[src/rtl/accum_sequencer.sv]
// accum_sequencer: command-side driver for one accumulator slice.
// Tags each accepted slice result beat with an accumulator address and op
// (SET/ADD/ADD_OUT/SET_OUT) over a tile of num_rows addresses x num_chunks
// reduction passes. Short passes get a stall so that an address is never
// re-issued before its read-modify-write in the accumulator has retired.
// Optional feature macro: ACCUM_SEQ_ERR_EN adds a sticky protocol-error flag o_err.
//
// state  | meaning
// IDLE   | waiting for i_start, config registers free to reload
// RUN    | o_ready high, each accepted beat becomes one accumulator command
// GAP    | pass boundary stall for short passes, o_ready low
// DONE   | one-cycle o_done pulse, then back to IDLE

module accum_sequencer #(
   parameter int SLICE_ODATAW = 26,
   parameter int ACCUM_DEPTH  = 512,
   parameter int ACCUM_ADDRW  = $clog2(ACCUM_DEPTH),
   parameter int CHUNKW       = 8,
   parameter int HAZARD_GAP   = 4
) (
   input  logic                    clk,
   input  logic                    rst,
   input  logic                    i_start,
   input  logic [ACCUM_ADDRW-1:0]  i_base_addr,
   input  logic [ACCUM_ADDRW-1:0]  i_num_rows,
   input  logic [CHUNKW-1:0]       i_num_chunks,
   input  logic                    i_slice_valid,
   input  logic [SLICE_ODATAW-1:0] i_slice_data,
   output logic                    o_ready,
   output logic [ACCUM_ADDRW-1:0]  o_accum_addr,
   output logic [1:0]              o_accum_op,
   output logic                    o_valid,
   output logic [SLICE_ODATAW-1:0] o_accum_data,
   output logic                    o_busy,
   output logic                    o_done
`ifdef ACCUM_SEQ_ERR_EN
   ,
   output logic                    o_err
`endif
);

   localparam logic [1:0] OP_SET     = 2'd0;
   localparam logic [1:0] OP_ADD     = 2'd1;
   localparam logic [1:0] OP_ADD_OUT = 2'd2;
   localparam logic [1:0] OP_SET_OUT = 2'd3;

   localparam logic [ACCUM_ADDRW-1:0] HAZ_GAP_A = ACCUM_ADDRW'(HAZARD_GAP);
   localparam logic [ACCUM_ADDRW-1:0] ONE_A     = ACCUM_ADDRW'(1);
   localparam logic [CHUNKW-1:0]      ONE_C     = CHUNKW'(1);

   typedef enum logic [1:0] {
      S_IDLE = 2'd0,
      S_RUN  = 2'd1,
      S_GAP  = 2'd2,
      S_DONE = 2'd3
   } state_t;

   state_t                  state_q, state_d;
   logic [ACCUM_ADDRW-1:0]  base_q, base_d;
   logic [ACCUM_ADDRW-1:0]  rows_q, rows_d;
   logic [CHUNKW-1:0]       chunks_q, chunks_d;
   logic [ACCUM_ADDRW-1:0]  row_cnt_q, row_cnt_d;
   logic [CHUNKW-1:0]       chunk_cnt_q, chunk_cnt_d;
   logic [ACCUM_ADDRW-1:0]  gap_cnt_q, gap_cnt_d;
   logic                    valid_q, valid_d;
   logic [ACCUM_ADDRW-1:0]  addr_q, addr_d;
   logic [1:0]              op_q, op_d;
   logic [SLICE_ODATAW-1:0] data_q, data_d;

   logic                    row_last;
   logic                    chunk_last;
   logic [1:0]              op_sel;
   logic [ACCUM_ADDRW-1:0]  gap_load;

   // Per-pass decode: end-of-pass/end-of-tile flags, op for the current pass,
   // and the gap length (down-counter terminal value 0 means last gap cycle).
   always_comb begin
      row_last   = (row_cnt_q == rows_q - ONE_A);
      chunk_last = (chunk_cnt_q == chunks_q - ONE_C);
      gap_load   = HAZ_GAP_A - rows_q - ONE_A;
      if (chunks_q == ONE_C) begin
         op_sel = OP_SET_OUT;
      end else if (chunk_cnt_q == '0) begin
         op_sel = OP_SET;
      end else if (chunk_last) begin
         op_sel = OP_ADD_OUT;
      end else begin
         op_sel = OP_ADD;
      end
   end

   // Next-state and datapath control for the tile sequencer.
   always_comb begin
      state_d     = state_q;
      base_d      = base_q;
      rows_d      = rows_q;
      chunks_d    = chunks_q;
      row_cnt_d   = row_cnt_q;
      chunk_cnt_d = chunk_cnt_q;
      gap_cnt_d   = gap_cnt_q;
      valid_d     = 1'b0;
      addr_d      = addr_q;
      op_d        = op_q;
      data_d      = data_q;
      case (state_q)
         S_IDLE: begin
            if (i_start) begin
               base_d      = i_base_addr;
               rows_d      = i_num_rows;
               chunks_d    = i_num_chunks;
               row_cnt_d   = '0;
               chunk_cnt_d = '0;
               if (i_num_rows == '0 || i_num_chunks == '0) begin
                  state_d = S_DONE;
               end else begin
                  state_d = S_RUN;
               end
            end
         end
         S_RUN: begin
            if (i_slice_valid) begin
               valid_d = 1'b1;
               data_d  = i_slice_data;
               addr_d  = base_q + row_cnt_q;
               op_d    = op_sel;
               if (row_last) begin
                  row_cnt_d   = '0;
                  chunk_cnt_d = chunk_cnt_q + ONE_C;
                  if (chunk_last) begin
                     state_d = S_DONE;
                  end else if (rows_q < HAZ_GAP_A) begin
                     state_d   = S_GAP;
                     gap_cnt_d = gap_load;
                  end
               end else begin
                  row_cnt_d = row_cnt_q + ONE_A;
               end
            end
         end
         S_GAP: begin
            if (gap_cnt_q == '0) begin
               state_d = S_RUN;
            end else begin
               gap_cnt_d = gap_cnt_q - ONE_A;
            end
         end
         S_DONE: begin
            state_d = S_IDLE;
         end
         default: begin
            state_d = S_IDLE;
         end
      endcase
   end

   // State, counters, latched config and registered accumulator command.
   always_ff @(posedge clk) begin
      if (!rst) begin
         state_q     <= S_IDLE;
         base_q      <= '0;
         rows_q      <= '0;
         chunks_q    <= '0;
         row_cnt_q   <= '0;
         chunk_cnt_q <= '0;
         gap_cnt_q   <= '0;
         valid_q     <= 1'b0;
         addr_q      <= '0;
         op_q        <= '0;
         data_q      <= '0;
      end else begin
         state_q     <= state_d;
         base_q      <= base_d;
         rows_q      <= rows_d;
         chunks_q    <= chunks_d;
         row_cnt_q   <= row_cnt_d;
         chunk_cnt_q <= chunk_cnt_d;
         gap_cnt_q   <= gap_cnt_d;
         valid_q     <= valid_d;
         addr_q      <= addr_d;
         op_q        <= op_d;
         data_q      <= data_d;
      end
   end

   // Handshake and status are decoded from registered state only.
   always_comb begin
      o_ready      = (state_q == S_RUN);
      o_busy       = (state_q == S_RUN) || (state_q == S_GAP);
      o_done       = (state_q == S_DONE);
      o_valid      = valid_q;
      o_accum_addr = addr_q;
      o_accum_op   = op_q;
      o_accum_data = data_q;
   end

`ifdef ACCUM_SEQ_ERR_EN
   logic err_q, err_d;

   // Sticky flag for upstream protocol misuse; never alters tile behaviour.
   always_comb begin
      err_d = err_q;
      if (i_start && state_q != S_IDLE) begin
         err_d = 1'b1;
      end
      if (i_slice_valid && (state_q == S_IDLE || state_q == S_DONE)) begin
         err_d = 1'b1;
      end
   end

   // Error flag register, cleared only by reset.
   always_ff @(posedge clk) begin
      if (!rst) begin
         err_q <= 1'b0;
      end else begin
         err_q <= err_d;
      end
   end

   assign o_err = err_q;
`endif

endmodule
[config.mk]
export PLATFORM = sky130hd
export DESIGN_NAME = accum_sequencer
export DESIGN_NICKNAME = d
export VERILOG_FILES = /design/src/rtl/accum_sequencer.sv
export SDC_FILE = /design/constraint.sdc
export NUM_CORES = 1
export LEC_CHECK = 0
export CORE_MARGIN = 2
export CORE_UTILIZATION = 30
export CTS_CLUSTER_SIZE = 14
export DETAILED_ROUTE_END_ITERATION = 8
export GPL_ROUTABILITY_DRIVEN = 0
export PLACE_DENSITY = 0.59
export SLEW_MARGIN = 10
export SYNTH_ARGS = -nofsm -noshare
export SYNTH_HDL_FRONTEND = slang
export SYNTH_SLANG_ARGS = --single-unit
export TNS_END_PERCENT = 1
[constraint.sdc]
create_clock -name clk -period 4 [get_ports clk]
set_clock_uncertainty 0.05 [all_clocks]
set_input_delay 0.8 -clock clk [delete_from_list [all_inputs] [get_ports clk]]
set_output_delay 0.8 -clock clk [all_outputs]
set_load 0.02 [all_outputs]
==> summary.md <==
| Metric | Value |
|---|---|
| CTS root buf | clkbuf_16 |
| Status | finished clean |
| Critical Path RT | 4.19 ns |
| Vias in the first global route | 4,520 |
| Total grt overflow | 0 |
| Worst IR drop on VDD | 0.282 mV |
| Worst-margin pin slew | 0.977 ns |
| Via/cell ratio | 4.98 |
| Top-area cell type share of the netlist area | 37.0% |
| Pin count of the biggest net entering global routing | 45 |
| Port Buffers | 96 |
| Wire per inst | 14.6 um |
| Final hold vios | 0 |
| Worst path slowest cell | or4_1 |
| Worst Hold Launch | o_accum_data[3] |
| H-tree level count | 3 |
| CP endpoint kind | register |
| YS warnings | 0 |
| Antenna cells | 0 |
| HPWL Detailed | 9860 um |
| CP cell instances | inv_1 -> ha_1 -> nand2b_2 -> a21boi_0 -> or4_1 -> a311oi_4 -> and4_1 -> o21ai_0 -> a32o_1 |
| Hold buffer count at CTS | 0 |
| Fin crit share | 77.3% |
| Max_cap viols | 0 |
| Number of synthesized register bits | 92 |
| Setup TNS Final | 0 ns |
| Yosys top cell by area | dfxtp_1 |
| RSZ-0062 raised after global routing | false |
| CTS resizes | 0 |
| Clock buffer count from CTS | 9 |
| Lkg Pwr | 0.00234 uW |
| CP top delay family | simple AND/OR/NAND/NOR gates |
| Post-synthesis sequential area ratio | 37.0% |
| Buf/Inv on CP | 1 |
| Rows | 47 |
| Count leader, synth | nand2_1 |
| Post-Place Cells | 928 |
| Sink Count | 92 |
| Mean post-synth cell area | 7.76 um2 |
| Worst-path fanout max | 7 |
| Area grow syn2layout | 28.9% |
| Die H | 133 um |
| Nets@finish | 798 |
| FF-to-FF Start | rows_q[2] |
| Hold Path Class | register to register |
| P per Cell Area | 521 mW/mm2 |
| EDFF count, synth | 0 |
| Synth unique cells | 64 |
| CTS tree | built |
| Post-Synthesis Cells | 641 |
| Post-synthesis net count | 720 |
| Initial antenna violation count | 0 |
| Setup CP Type | register to register |
| Post-CTS Setup Bufs | 0 |
| IO Count | 97 |
| Wire length of the first global-routing pass | 22,900 um |
| Routed wire length | 13,800 um |
| Post-synth top cells | 139 x nand2_1, 92 x dfxtp_1, 85 x a21oi_1 |
| Asr flop ratio synth | 0% |
| # DRC | 0 |
| Maximum buffer depth of the clock tree | 2 |
| Tot GR Track Use | 16.2% |
| Total die area | 0.0176 mm2 |
| Worst slew margin | 34.7% |
| Setup Viol. Count Final | 0 |
| Final-report max-slew violation count | 0 |
| WP data arrival | 3.29 ns |
| Worst-path clk slew | 0.07 ns |
| Min Tclk post-route | 3.09 ns |
| Die width | 133 um |
| Worst-Skew Late Latency | 0.36 ns |
| Critical Path Start | rows_q[2] |
| CP Launch Type | register |
| Main area contributors after synthesis | dfxtp_1 37%, nand2_1 10%, a21oi_1 8.5% |
| Initial Utilization | 30.3% |
| CP max stage delay | 0.57 ns |
| Routed Antenna Nets | 0 |
| Vias | 4,697 |
| Max Clock Freq | 323 MHz |
| Share of layout cells above drive strength 1 | 5.66% |
| Pre-antenna DRT Iters | 4 |
| Fin cells | 944 |
| DRT iter0 DRCs | 197 |
| Post-synthesis cell area | 0.00498 mm2 |
| Core box area | 0.0164 mm2 |
| Primary FF master, synth | dfxtp_1 |
==> per-layer routing <==
metal / track usage [%] / up-vias / share of wire (%)
met5: 0 / - / 0
met4: 4.48 / 0 / 1.3
met3: 7.13 / 12 / 8.8
met2: 24.4 / 145 / 44
met1: 20.9 / 2147 / 46
li1: - / 2393 / -
==> sequential cells by signal, summed over array words and instances, names as in the netlist <==
name and count:
o_valid 1, gap_cnt_q 9, state_q 2, rows_q 9
chunk_cnt_q 8, chunks_q 8, o_accum_addr 9, o_accum_op 2
o_accum_data 26, row_cnt_q 9, base_q 9
==> worst min-delay path, cell delays in order, from the launching register on <==
cell and delay, ns:
dfxtp_1 0.31, nand2_1 0.05, a21oi_1 0.05
==> where the power goes <==
group	switching [uW]	internal [uW]	leakage [uW]	total [uW]
Clock	391	463	0.000140	854
Combinational	813	531	0.00145	1340
Sequential	116	1030	0.000748	1150
==> cells by family (layout without fill, tap and decap cells) <==
family,Yosys count,after routing,share of synthesized area [%]
adders and majority gates,23,23,5.93
buffers and inverters,65,148,5.20
muxes,7,7,1.41
AOI/OAI and AO/OA,162,162,20.0
and+or+nand+nor,262,262,25.2
xor gates and xnor gates,30,30,5.28
DFF,92,92,37.0
==> final cells by class <==
cell class / instances / area, um2
Fill cell: 1673 / 9990
Multi-Input combinational cell: 484 / 2880
Sequential cell: 92 / 1840
Timing Repair Buffer: 104 / 1020
Tap cell: 220 / 275
Clock buffer: 11 / 253
Inverter: 28 / 105
Clock inverter: 5 / 43.8
==> path summary, 6_finish.rpt <==
path | end | slack [ns] | depth (start not counted)
max | gap_cnt_q[8] | 0.91 | 9
min | o_accum_data[3] | 0.40 | 2
max reg2reg | gap_cnt_q[8] | 0.91 | 9
min reg2reg | o_accum_data[3] | 0.40 | 2
==> layout by cell type, fill, tap and decap left out, types with 7 or more instances in the layout <==
cell type        instances
nand2_1                139
clkdlybuf4s50_1         96
dfxtp_1                 92
a21oi_1                 85
nor2_1                  30
inv_1                   27
ha_1                    22
o21ai_0                 19
xor2_1                  17
nand3_1                 14
xnor2_1                 13
nand4_1                 13
nor3_1                  10
a31oi_1                  9
clkbuf_16                9
a21o_1                   8
nor4_1                   8
buf_4                    8
nand2b_1                 7
mux2i_1                  7
==> stage by stage <==
stage                     hold WS [ns]  total power [uW]  cell area (um2)  worst slack [ns]  util (%)
after global placement           0.389              2500             6120              1.01      37.3
after global routing             0.425              3580             6410             0.710      39.1
after detailed placement         0.396              2510             6120             0.941      37.3
after floorplan                  0.391              2070             4980              1.26         -
after CTS                        0.405              3380             6410             0.927      39.1
final                            0.402              3350             6410             0.906      39.1
Power figures use the tool's default switching activity.
